<file path="config.mk">
export PLATFORM = sky130hd
export DESIGN_NAME = miriscv_mem_arbiter
export DESIGN_NICKNAME = d
export VERILOG_FILES = /design/src/rtl/miriscv_mem_arbiter.sv
export SDC_FILE = /design/constraint.sdc
export NUM_CORES = 1
export LEC_CHECK = 0
export BUFFER_PORTS_ARGS = -buffer_cell sky130_fd_sc_hd__buf_2
export CORE_AREA = 2 2 107 109
export DETAILED_ROUTE_END_ITERATION = 6
export DIE_AREA = 0 0 109 111
export PLACE_DENSITY = 0.52
export RECOVER_POWER = 100
export SLEW_MARGIN = 10
export SYNTH_ARGS = -nofsm -noshare
export SYNTH_HDL_FRONTEND = slang
export SYNTH_SLANG_ARGS = --single-unit
</file>
<file path="constraint.sdc">
create_clock -name clk_i -period 2.4 [get_ports clk_i]
set_clock_uncertainty 0.15 [all_clocks]
set_input_delay 0.72 -clock clk_i [delete_from_list [all_inputs] [get_ports clk_i]]
set_output_delay 0.72 -clock clk_i [all_outputs]
set_load 0.05 [all_outputs]
</file>
<file path="src/rtl/miriscv_mem_arbiter.sv">
// Shared memory port arbiter for fetch and LSU requests.
// In-order response routing through a small owner-ID FIFO.
module miriscv_mem_arbiter #(
  parameter int OUTSTANDING  = 2,
  parameter int STARVE_LIMIT = 4
) (
  input  logic        clk_i,
  input  logic        arstn_i,
  input  logic        instr_req_i,
  input  logic [31:0] instr_addr_i,
  output logic        instr_gnt_o,
  output logic        instr_rvalid_o,
  output logic [31:0] instr_rdata_o,
  input  logic        data_req_i,
  input  logic        data_we_i,
  input  logic [3:0]  data_be_i,
  input  logic [31:0] data_addr_i,
  input  logic [31:0] data_wdata_i,
  output logic        data_gnt_o,
  output logic        data_rvalid_o,
  output logic [31:0] data_rdata_o,
  output logic        mem_req_o,
  output logic        mem_we_o,
  output logic [3:0]  mem_be_o,
  output logic [31:0] mem_addr_o,
  output logic [31:0] mem_wdata_o,
  input  logic        mem_gnt_i,
  input  logic        mem_rvalid_i,
  input  logic [31:0] mem_rdata_i
);

  localparam int CW = $clog2(OUTSTANDING + 1);
  localparam int PW = (OUTSTANDING > 1) ? $clog2(OUTSTANDING) : 1;

  typedef enum logic {
    OWN_INSTR = 1'b0,
    OWN_DATA  = 1'b1
  } owner_e;

  logic [OUTSTANDING-1:0] ids;
  logic [PW-1:0]          wptr;
  logic [PW-1:0]          rptr;
  logic [CW-1:0]          count;
  logic [3:0]             starve;
  logic                   locked;
  owner_e                 lock_owner;
  owner_e                 owner;
  logic                   room;
  logic                   push;
  logic                   pop;
  logic                   head;

  function automatic logic [PW-1:0] inc(input logic [PW-1:0] p);
    return (p == PW'(OUTSTANDING - 1)) ? '0 : p + 1'b1;
  endfunction

  // Held owner wins over priority so a stalled request never changes shape.
  always_comb begin
    owner = OWN_DATA;
    if (locked)
      owner = lock_owner;
    else if (instr_req_i && data_req_i)
      owner = (starve == 4'(STARVE_LIMIT)) ? OWN_INSTR : OWN_DATA;
    else if (instr_req_i)
      owner = OWN_INSTR;
  end

  assign room      = count < CW'(OUTSTANDING);
  assign mem_req_o = arstn_i & (instr_req_i | data_req_i) & room;

  always_comb begin
    mem_we_o    = 1'b0;
    mem_be_o    = 4'h0;
    mem_addr_o  = '0;
    mem_wdata_o = '0;
    if (arstn_i) begin
      if (owner == OWN_DATA) begin
        mem_we_o    = data_we_i;
        mem_be_o    = data_be_i;
        mem_addr_o  = data_addr_i;
        mem_wdata_o = data_wdata_i;
      end else begin
        mem_be_o    = 4'hF;
        mem_addr_o  = instr_addr_i;
      end
    end
  end

  assign push        = mem_req_o & mem_gnt_i;
  assign instr_gnt_o = push & (owner == OWN_INSTR);
  assign data_gnt_o  = push & (owner == OWN_DATA);

  assign pop  = arstn_i & mem_rvalid_i & (count != '0);
  assign head = ids[rptr];

  assign instr_rvalid_o = pop & ~head;
  assign data_rvalid_o  = pop & head;
  assign instr_rdata_o  = mem_rdata_i;
  assign data_rdata_o   = mem_rdata_i;

  always_ff @(posedge clk_i or negedge arstn_i) begin
    if (!arstn_i) begin
      ids        <= '0;
      wptr       <= '0;
      rptr       <= '0;
      count      <= '0;
      starve     <= '0;
      locked     <= 1'b0;
      lock_owner <= OWN_DATA;
    end else begin
      if (push) begin
        ids[wptr] <= owner;
        wptr      <= inc(wptr);
      end
      if (pop)
        rptr <= inc(rptr);
      case ({push, pop})
        2'b10:   count <= count + 1'b1;
        2'b01:   count <= count - 1'b1;
        default: count <= count;
      endcase
      locked     <= mem_req_o & ~mem_gnt_i;
      lock_owner <= owner;
      if (instr_gnt_o || !instr_req_i)
        starve <= '0;
      else if (starve != 4'(STARVE_LIMIT))
        starve <= starve + 1'b1;
    end
  end

endmodule

</file>
Yosys cells after proc, flatten, opt, wreduce, memory -nomap -nowiden
Cells that the tools add are included.

word-level totals
  register bits = 12
  bits in latches = 0
  memory bits (writable) = 0
  memory bits (read-only) = 0
  bits of input ports = 139
  logic and storage cells = 63
  memories kept = 0

operators by class
  add/subtract/negate cells = 5
  multipliers = 0
  div/mod/pow operators = 0
  order comparisons = 4
  eq/ne operators = 4
  shift operators = 0
  mux-type cells = 22
  bitwise gates (word level) = 14
  reduce and logical (&&, ||, !) cells = 7

operators with widths
  cell                                                         number
  two-way mux 32 bit                                           4
  two-way mux 4 bit                                            4
  two-way mux 1 bit                                            11
  bitwise AND 1 bit                                            10
  nonzero test 2 bit                                           3
  adder 4 x 1 -> 4 bit (second input constant)                 1
  == test 4 x 3 -> 1 bit (second input constant)               1
  less-than comparator 1 x 2 -> 1 bit (second input constant)  2
  != test 4 x 3 -> 1 bit (second input constant)               1
  case mux 2 bit (2 select lines)                              1
  inverter 1 bit                                               3
  adder 1 bit (second input constant)                          2
  adder 2 x 1 -> 2 bit (second input constant)                 1
  bitwise mux 2 bit                                            1
  == test 2 x 1 -> 1 bit (second input constant)               1
  == test 2 bit (second input constant)                        1
  logical AND 1 bit                                            2
  less-than comparator 2 bit (second input constant)           1
  subtractor 2 x 1 -> 2 bit (second input constant)            1
  demux 1 bit (select 1 bit)                                   1
  >= comparator 1 bit (second input constant)                  1
  zero test 1 bit                                              1
  logical OR 1 bit                                             1
  bitwise OR 1 bit                                             1

Depth between registers and ports, before layout
Gate-level depths: netlist of run 1.

  depth after elaboration = 8
  depth in mapped cells = 7
  mapped depth without buffers = 7

Worst setup path before layout of run 1
Ideal clock, no wire load.

  path kind = in2out
  start point = input data_req_i
  end point = output mem_addr_o[4]
  data arrival time = 2.373 ns
  required time = 1.530 ns
  setup slack = -0.843 ns
  stages on the path = 4
  path buffers = 1
  path through = nor2b_1 > a221oi_4 > buf_2 > mux2i_1

on the way
  cells in the longest elaborated chain, start to end = 5

ends and longest elaborated chain
  element             RTL line  RTL
  start, declared     14        input logic data_req_i,
  logical AND 1 bit   62        else if (instr_req_i && data_req_i)
  two-way mux 1 bit   62
  two-way mux 1 bit   60        if (locked)
  two-way mux 32 bit  77        if (owner == OWN_DATA) begin
  two-way mux 32 bit  76        if (arstn_i) begin
  end, declared       25        output logic [31:0] mem_addr_o,

No other way between the ends.

Worst setup path in the final report of run 1
  start point = register starve[0]
  end point = output mem_addr_o[10]

on the way
  cells in the longest elaborated chain, start to end = 6

ends and longest elaborated chain
  element                 RTL line  RTL
  start, declared         44        logic [3:0] starve;
  start signal, assigned  127       starve <= starve + 1'b1;
  == test 4 x 3 -> 1 bit  63        owner = (starve == 4'(STARVE_LIMIT)) ? OWN_INSTR : OWN_DATA;
  two-way mux 1 bit       63
  two-way mux 1 bit       62
  two-way mux 1 bit       60
  two-way mux 32 bit      77
  two-way mux 32 bit      76

No other way between the ends.

==> impl_metrics.csv, run 1 <==
group,metric,value,unit
clocking,clk_latency,0.24,ns
final_layout,nets,559,
power,ir_drop,0.321,mV
final_layout,multi_input_area,1740,um^2
clocking,cts_tree,"yes",
final_layout,final_cells,559,
clocking,clkSinkCount,12,
global_routing,grt_pass1_vias,2432,
yosys,synth-main-ff-cell,"dfrtp_1",
drt,wl_met1,2.82,mm
placement,gp_congestion,0.760,
final_layout,drive_above_1_share,0.726,
clocking,holdBufCountCts,0,
clocking,ctsHtreeMaxLevel,1,
final_layout,final_common_cell,"buf_2",
setup_path,path_cells,"inv_1 -> ha_2 -> nand3b_1 -> a221oi_4 -> buf_12 -> buf_12 -> mux2i_4 -> buf_6",
drt,drc_errors,0,
setup_path,arrival,2.12,ns
hold_path,min_path_type,"input pin to async pin",
die,ioPinCount,277,
setup_path,worstPathRequired,1.53,ns
global_routing,grt_pass1_wl,13.6,mm
die,die_area,12100,um^2
global_routing,grt_util_all_layers,0.150,
sta,worst_pin_slew,0.424,ns
drt,wl_met2,5.26,mm
placement,dp_hpwl,8.01,mm
sta,min_period_over_period,1.25,
yosys,syn_area,1990,um^2
die,core,11100,um^2
setup_path,critPathSlowestCell,"dfrtp_1",
placement,port-buffer-count,180,
setup_path,critPathMaxStageDelay,0.37,ns
final_layout,finalCoreUtilization,0.392,
drt,top_layer_used,"met4",
sta,max_slew_margin,0.717,
final_layout,antenna_cells,0,
setup_path,path_class,"flop to output pin",
global_routing,grt.overflow.total,0,
die,die_w,109,um
setup_path,r2r-start,"count[0]",
drt,drt_iter0_markers,70,
sta,setup_viol,72,
drt,dr.pass1.iters,4,
sta,layout_min_cycle_time,2.99,ns
final_layout,synthToLayoutAreaGrowth,118,%
sta,setup_slack,-0.591,ns
drt,wl,9.93,mm
yosys,avgSynthCellArea,7.30,um^2
drt,via_per_inst,4.32,
sta,fmax,334,MHz
yosys,synth_edf_count,0,
final_layout,mostFrequentLayoutCells,"buf_2, nand2_1, buf_6",
final_layout,fillers,1105,
yosys,synth-seq-cells,12,
drt,met3_length,1.55,mm
setup_path,crit_top_cell,"buf_12",
setup_path,startpoint_type,"flop",
setup_path,crit_path_max_fanout,7,
drt,wl_per_cell,17.8,um
drt,final_antenna_net_count,0,
yosys,async_flop_share,1.00,
placement,place_inst,543,
die,num_rows,39,
flow_run,drv_cap,0,
die,start_util,0.180,
outcome,violations,"setup timing",
global_routing,antenna_found_initial,0,
setup_path,end_kind,"output pin",
sta,slew_violations,0,
yosys,yosysWarningCount,0,
yosys,ys_seq_area_frac,0.151,
power,power_leakage,2.00,nW
clocking,clockRootBuffer,"clkbuf_16",
die,die_y,111,um
yosys,syn-instance-count,273,
clocking,clk_path_buf_depth,2,
clocking,cts-buffers-inserted,3,
drt,vias,2417,
outcome,status,"finished, violations left",
clocking,clk_pin_slew,0.04,ns
yosys,synth_fp_nets,415,
global_routing,grt_max_degree,51,
final_layout,seqCellArea,302,um^2
power,p_per_area,671,nW/um^2
yosys,synth_cell_types,27,
setup_path,crit_start,"starve[0]",
sta,rsz0062_at_grt,"yes",
sta,finalHoldViolCount,0,
report_power, final:
part / switching, mW / internal, mW
Sequential: 0.0613 / 0.287
Clock: 0.0865 / 0.251
Combinational: 1.15 / 1.08
cells in the mapped netlist (3+ instances only):
cell type,number,area share
a211oi_1,3,0.011
inv_1,7,0.013
buf_4,67,0.25
clkbuf_1,13,0.024
xnor2_1,6,0.026
mux2i_1,35,0.18
nand2_1,64,0.12
ha_1,3,0.019
o21a_1,4,0.015
and3_1,33,0.10
nor2_1,8,0.015
dfrtp_1,11,0.14
path summary, 6_finish.rpt:
path / endpoint / slack (ns) / cells after the start
max: mem_addr_o[10] / -0.59 / 8
min: wptr / 0.34 / 2
max reg2reg: count[1] / 0.44 / 7
min reg2reg: rptr / 0.35 / 1
max in group asynchronous: lock_owner / 1.34 / 2
min in group clk_i: rptr / 0.35 / 1
sequential cells by signal (all words and copies together), names as in the netlist:
signal      flops
starve          4
count           2
ids             2
lock_owner      1
locked          1
rptr            1
wptr            1
logic make-up (layout without fill, tap and decap cells):
group	count (synthesis)	in the layout	synth area share
buffers and inverters	90	233	0.297
AOI/OAI and AO/OA	14	14	0.0640
muxes	35	35	0.176
xor gates and xnor gates	7	7	0.0308
DFF	12	12	0.151
adders and majority gates	3	3	0.0188
and+or+nand+nor	112	112	0.262
worst max-delay path: cells and delay by family, from the launching register on:
| kind | cells | cell delay (ns) |
|---|---|---|
| adder cells (fa/ha/maj) | 1 | 0.17 |
| AND/OR/NAND/NOR | 1 | 0.15 |
| buffers and inverters | 4 | 0.60 |
| multiplexers | 1 | 0.24 |
| AO/OA/AOI/OAI | 1 | 0.34 |
| flip-flops | 1 | 0.37 |
cell type report:
type,count,area share
timing repair buffer,221,0.460
tap,143,0.0412
clock buffer,4,0.0205
inverter,8,0.00864
sequential,12,0.0694
multi-input combinational,171,0.400
per-layer routing:
metal / vias up / global-route usage
met5: - / 0
met1: 1093 / 0.124
met2: 169 / 0.289
met3: 21 / 0.0823
li1: 1134 / -
met4: 0 / 0.0496
stage by stage:
step                      TNS (ns)  cell area, um^2  worst slack, ns  hold WS, ns  total power, mW
after floorplan             -26.19             2670           -0.525        0.274             1.96
after global placement      -40.41             3550           -0.610        0.329             2.20
after detailed placement    -41.34             3550           -0.636        0.338             2.22
after CTS                   -42.36             4200           -0.656        0.311             2.82
after global routing        -44.21             4340           -0.716        0.356             3.06
final                       -36.73             4340           -0.591        0.344             2.91
what timing repair did:
action,CTS,global route
buffers inserted,4,4
setup endpoints to repair,74,73
pin swaps,3,3
cloned,2,3
gates resized for setup,146,18
No activity file was read; power rests on OpenSTA's default activity.
==> inputs of run 2 (changes only) <==
--- a/config.mk
+++ b/config.mk
@@ -5,10 +5,11 @@
 export SDC_FILE = /design/constraint.sdc
 export NUM_CORES = 1
 export LEC_CHECK = 0
+export ABC_AREA = 1
 export BUFFER_PORTS_ARGS = -buffer_cell sky130_fd_sc_hd__buf_2
-export CORE_AREA = 2 2 107 109
+export CORE_AREA = 2 2 108 110
 export DETAILED_ROUTE_END_ITERATION = 6
-export DIE_AREA = 0 0 109 111
+export DIE_AREA = 0 0 110 112
 export PLACE_DENSITY = 0.52
 export RECOVER_POWER = 100
 export SLEW_MARGIN = 10
==> impl_metrics.csv, run 2 <==
group,metric,value,unit
yosys,yosys-top-cells-count,"nor2_1, buf_4, inv_1, nand2_1, nand3b_1",
global_routing,grt_pass1_wl,12.4,mm
sta,setup_viol,73,
yosys,synth-seq-cells,12,
clocking,clockRootBuffer,"clkbuf_16",
final_layout,finalCoreUtilization,0.399,
drt,drt_iter0_markers,88,
final_layout,fin_area,4460,um^2
sta,layout_min_cycle_time,2.65,ns
setup_path,path_class,"flop to output pin",
setup_path,startpoint_type,"flop",
final_layout,antenna_cells,0,
clocking,ctsHtreeMaxLevel,1,
final_layout,synthToLayoutAreaGrowth,112,%
clocking,cts-buffers-inserted,3,
power,switchingPower,1.29,mW
setup_path,crit_path_max_fanout,8,
yosys,syn_area,2100,um^2
yosys,synth_area_leaders,"buf_4, nor2_1, dfrtp_1",
power,combPwrFrac,0.747,
die,die_area,12300,um^2
die,die_w,110,um
power,seqPwrFrac,0.126,
setup_path,worstPathRequired,1.53,ns
hold_path,min_path_type,"input pin to async pin",
clocking,cts_tree,"yes",
yosys,syn-instance-count,361,
global_routing,grt.overflow.total,0,
setup_path,path_cells,"inv_1 -> nand2_2 -> a21boi_4 -> nand2_4 -> buf_12 -> buf_12 -> nor2_4 -> buf_6",
global_routing,grt_util_all_layers,0.126,
final_layout,mostFrequentLayoutCells,"buf_2, nor2_4, inv_1",
final_layout,fillers,1103,
clocking,clk_pin_slew,0.04,ns
power,p_per_area,599,nW/um^2
global_routing,antenna_found_initial,0,
placement,place_area,3420,um^2
yosys,synth_cell_types,22,
drt,wl,8.37,mm
drt,dr.pass1.iters,4,
outcome,violations,"setup timing",
drt,final_antenna_net_count,0,
final_layout,reg.largest.list,"starve: 4 flops, count: 2 flops, ids: 2 flops",
yosys,yosysMostFrequentCell,"nor2_1",
yosys,synth-main-ff-cell,"dfrtp_1",
drt,via_per_inst,4.08,
power,ir_drop,0.284,mV
setup_path,arrival,1.78,ns
die,num_rows,39,
yosys,async_flop_share,1.00,
sta,min_period_over_period,1.11,
placement,gp_congestion,0.736,
clocking,clkSinkCount,12,
yosys,ys_seq_area_frac,0.144,
yosys,synth_fp_nets,503,
global_routing,grt_max_degree,38,
sta,fmax,377,MHz
setup_path,critPathMaxStageDelay,0.52,ns
drt,vias,2638,
final_layout,nets,646,
yosys,synth_top_area_share,0.240,
die,start_util,0.188,
power,power_leakage,2.22,nW
setup_path,cpLargestDelayFamily,"flip-flops",
setup_path,critPathSlowestCell,"dfstp_2",
final_layout,final_common_cell,"buf_2",
sta,finalHoldViolCount,0,
clocking,clk_path_buf_depth,2,
flow_run,drv_cap,0,
final_layout,drive_above_1_share,0.688,
power,p_total,2.67,mW
drt,wl_per_cell,13.0,um
yosys,synth_edf_count,0,
die,die_y,112,um
sta,setup_slack,-0.253,ns
power,clock_power_share,0.127,
final_layout,largest_reg_flops,4,
sta,worst_pin_slew,0.346,ns
sta,hold_ws,0.326,ns
final_layout,final_cells,646,
setup_path,path_buf_inv,4,
yosys,yosys.area.top_type,"buf_4",
die,core,11200,um^2
drt,drc_errors,0,
clocking,clk_latency,0.24,ns
placement,place_inst,627,
yosys,avgSynthCellArea,5.81,um^2
power,internal_power,1.38,mW
die,ioPinCount,277,
power,swShare,0.482,
setup_path,crit_top_cell,"buf_12",
placement,dpl_worst_slack,-0.334,ns
global_routing,grt_pass1_vias,2677,
placement,port-buffer-count,180,
sta,slew_violations,0,
sta,final.setup.tns,-13.80,ns
setup_path,end_kind,"output pin",
sta,rsz0062_at_grt,"yes",
yosys,yosysWarningCount,0,
outcome,status,"finished, violations left",
placement,dp_hpwl,5.91,mm
final_layout,regMostFlops,"starve",
sta,max_slew_margin,0.769,
==> run 2: cell types whose count changed after synthesis, moves of 4 or more <==
cell | previous run | this run
nor2_1 | 8 | 107
clkbuf_1 | 13 | 5
nand2_1 | 64 | 45
and3_1 | 33 | 0
o21ai_0 | 0 | 9
xnor2_1 | 6 | 1
nand3b_1 | 1 | 32
buf_2 | 2 | 6
inv_1 | 7 | 54
o21a_1 | 4 | 0
mux2i_1 | 35 | 0
==> run 2: logic make-up after synthesis <==
family | synth area share
fa+ha+maj | 0.0179
xor+xnor | 0.0209
simple gates | 0.419
buf+inv | 0.363
compound gates | 0.0358
flops | 0.144
==> run 2: metal layers <==
layer,vias to the layer above,global-route usage,share of wire
li1,1292,-,-
met2,161,0.231,0.52
met4,0,0.0321,0.011
met5,-,0,0
met3,16,0.0252,0.091
met1,1169,0.145,0.37
==> run 2: path summary, 6_finish.rpt <==
kind,start,endpoint,slack [ns],cells after the start
max in group asynchronous,arstn_i,lock_owner,1.56,2
min,arstn_i,starve[2],0.33,2
min reg2reg,ids[1],ids[1],0.34,2
min in group clk_i,ids[1],ids[1],0.34,2
max reg2reg,count[0],count[1],0.42,8
max,lock_owner,mem_wdata_o[8],-0.25,8
==> run 2: area by class of cell <==
class / instances / area, um^2 / share of cell area
multi-input combinational: 215 / 1700 / 0.381
timing repair buffer: 218 / 1980 / 0.444
clock buffer: 4 / 88.8 / 0.0199
sequential: 12 / 302 / 0.0676
tap: 143 / 179 / 0.0401
inverter: 54 / 211 / 0.0474
==> run 2: timing repair <==
| item | CTS | global route |
|---|---|---|
| pin swaps | 9 | 4 |
| setup endpoints to repair | 73 | 73 |
| gates resized for setup | 206 | 37 |
| cloned | 2 | 2 |
| hold buffers | 0 | 0 |
| buffers inserted | 8 | 5 |
==> run 2: power by group through the flow <==
| stage | logic (mW) | clock network (mW) | registers (mW) |
|---|---|---|---|
| finish | 2.00 | 0.339 | 0.336 |
| floorplan | 1.44 | 0 | 0.334 |
| detailed placement | 1.54 | 0 | 0.331 |
| global placement | 1.53 | 0 | 0.329 |
| global route | 2.14 | 0.360 | 0.351 |
| CTS | 1.90 | 0.351 | 0.330 |
==> inputs of run 3 (changes only) <==
--- a/config.mk
+++ b/config.mk
@@ -10,6 +10,7 @@
 export CORE_AREA = 2 2 108 110
 export DETAILED_ROUTE_END_ITERATION = 6
 export DIE_AREA = 0 0 110 112
+export GPL_TIMING_DRIVEN = 0
 export PLACE_DENSITY = 0.52
 export RECOVER_POWER = 100
 export SLEW_MARGIN = 10
==> impl_metrics.csv, run 3 (same netlist as run 2, synthesis figures left out) <==
group,metric,value,unit
setup_path,startpoint_type,"flop",
clocking,clk_path_buf_depth,2,
clocking,clk_latency,0.24,ns
final_layout,mostFrequentLayoutCells,"buf_2, buf_4, nor2_4",
sta,hold_ws,0.138,ns
global_routing,grt.overflow.total,0,
power,p_per_area,562,nW/um^2
global_routing,grt_max_degree,16,
setup_path,worstPathRequired,1.53,ns
sta,finalHoldViolCount,0,
drt,vias,3074,
clocking,ctsHtreeMaxLevel,1,
final_layout,reg.largest.list,"starve: 4 flops, count: 2 flops, ids: 2 flops",
setup_path,end_kind,"output pin",
placement,place_area,4090,um^2
final_layout,largest_reg_flops,4,
clocking,clk_pin_slew,0.04,ns
sta,worst_pin_slew,0.333,ns
drt,wl,9.34,mm
outcome,status,"finished, violations left",
hold_path,min_path_type,"input pin to async pin",
final_layout,fin_area,5260,um^2
placement,place_inst,748,
clocking,cts_tree,"yes",
sta,rsz0062_at_grt,"yes",
die,die_y,112,um
final_layout,final_cells,772,
final_layout,drive_above_1_share,0.757,
die,num_rows,39,
setup_path,arrival,1.81,ns
final_layout,synthToLayoutAreaGrowth,151,%
drt,drt_iter0_markers,54,
clocking,holdBufCountCts,0,
power,power_leakage,2.77,nW
sta,fmax,374,MHz
drt,drc_errors,0,
sta,max_slew_margin,0.777,
final_layout,nets,772,
sta,setup_slack,-0.275,ns
die,die_area,12300,um^2
global_routing,grt_util_all_layers,0.136,
clocking,cts-buffers-inserted,3,
global_routing,grt_pass1_wl,13.5,mm
setup_path,crit_path_max_fanout,5,
power,ir_drop,0.321,mV
final_layout,antenna_cells,0,
sta,slew_violations,0,
final_layout,fillers,1077,
sta,layout_min_cycle_time,2.68,ns
global_routing,grt_pass1_vias,2928,
placement,dp_hpwl,7.30,mm
drt,dr.pass1.iters,4,
sta,setup_viol,71,
die,ioPinCount,277,
clocking,clkSinkCount,12,
placement,port-buffer-count,244,
drt,final_antenna_net_count,0,
global_routing,antenna_found_initial,0,
final_layout,regMostFlops,"starve",
setup_path,path_class,"flop to output pin",
sta,min_period_over_period,1.11,
outcome,violations,"setup timing",
placement,gp_congestion,0.733,
die,die_w,110,um
die,core,11200,um^2
drt,via_per_inst,3.98,
final_layout,final_common_cell,"buf_2",
flow_run,drv_cap,0,
die,start_util,0.188,
clocking,clockRootBuffer,"clkbuf_16",
drt,wl_per_cell,12.1,um
-- run 3: cell types whose count changed in the layout (fill, tap and decap cells not counted), sizes merged --
| cell | previous run | this run |
|---|---|---|
| clkbuf | 9 | 14 |
| buf | 213 | 334 |
-- run 3: repair_timing --
item,4_1_cts,5_1_grt
pin swaps,7,3
resized for setup,250,20
buffers inserted,12,5
cloned,1,3
setup endpoints to repair,75,74
-- run 3: per-layer routing --
layer	track usage	routed length [um]	up-vias
met1	0.147	3330	1382
li1	-	-	1548
met3	0.0193	774	2
met5	0	0	-
met4	0.0127	19	0
met2	0.279	5220	142
-- run 3: final cells by class --
cell class,count,area [um^2],area share
Clock buffer,4,78.8,0.0150
Multi-Input combinational cell,215,1790,0.339
Tap cell,143,179,0.0340
Inverter,54,211,0.0402
Sequential cell,12,302,0.0573
Timing Repair Buffer,264,2030,0.386
Buffer,80,677,0.129
-- run 3: worst paths after layout --
path	from	end	slack (ns)	depth (start not counted)
worst max-delay path	starve[0]	mem_addr_o[17]	-0.28	10
worst min-delay path	arstn_i	rptr	0.14	1
worst max register to register	count[1]	count[1]	0.49	8
worst min register to register	ids[0]	ids[0]	0.34	2
max in group asynchronous	arstn_i	lock_owner	1.74	1
min in group clk_i	ids[0]	ids[0]	0.34	2
-- run 3: worst max-delay path: stages (launching register included) --
cell and delay (ns):
dfrtp_1 0.36, inv_2 0.05, ha_4 0.16, nand3_4 0.07
nand2_4 0.08, a21boi_4 0.21, buf_6 0.19, clkbuf_16 0.16
nor2_2 0.05, nor2_4 0.07, buf_6 0.16
-- run 3: report_power, final --
group	internal [mW]	switching [mW]	leakage (nW)
logic	0.923	1.38	2.58
clock network	0.224	0.0869	0.0382
registers	0.282	0.0591	0.149
-- run 3: per-stage QoR --
stage                     setup WS [ns]  TNS [ns]   util  power (mW)
after CTS                        -0.277    -16.26  0.455        2.89
after floorplan                 -0.0694     -2.55      -        1.77
after global routing             -0.345    -21.93  0.471        3.13
final                            -0.275    -16.68  0.471        2.96
after global placement           -0.648    -37.32  0.366        2.12
after detailed placement         -0.667    -38.40  0.366        2.15
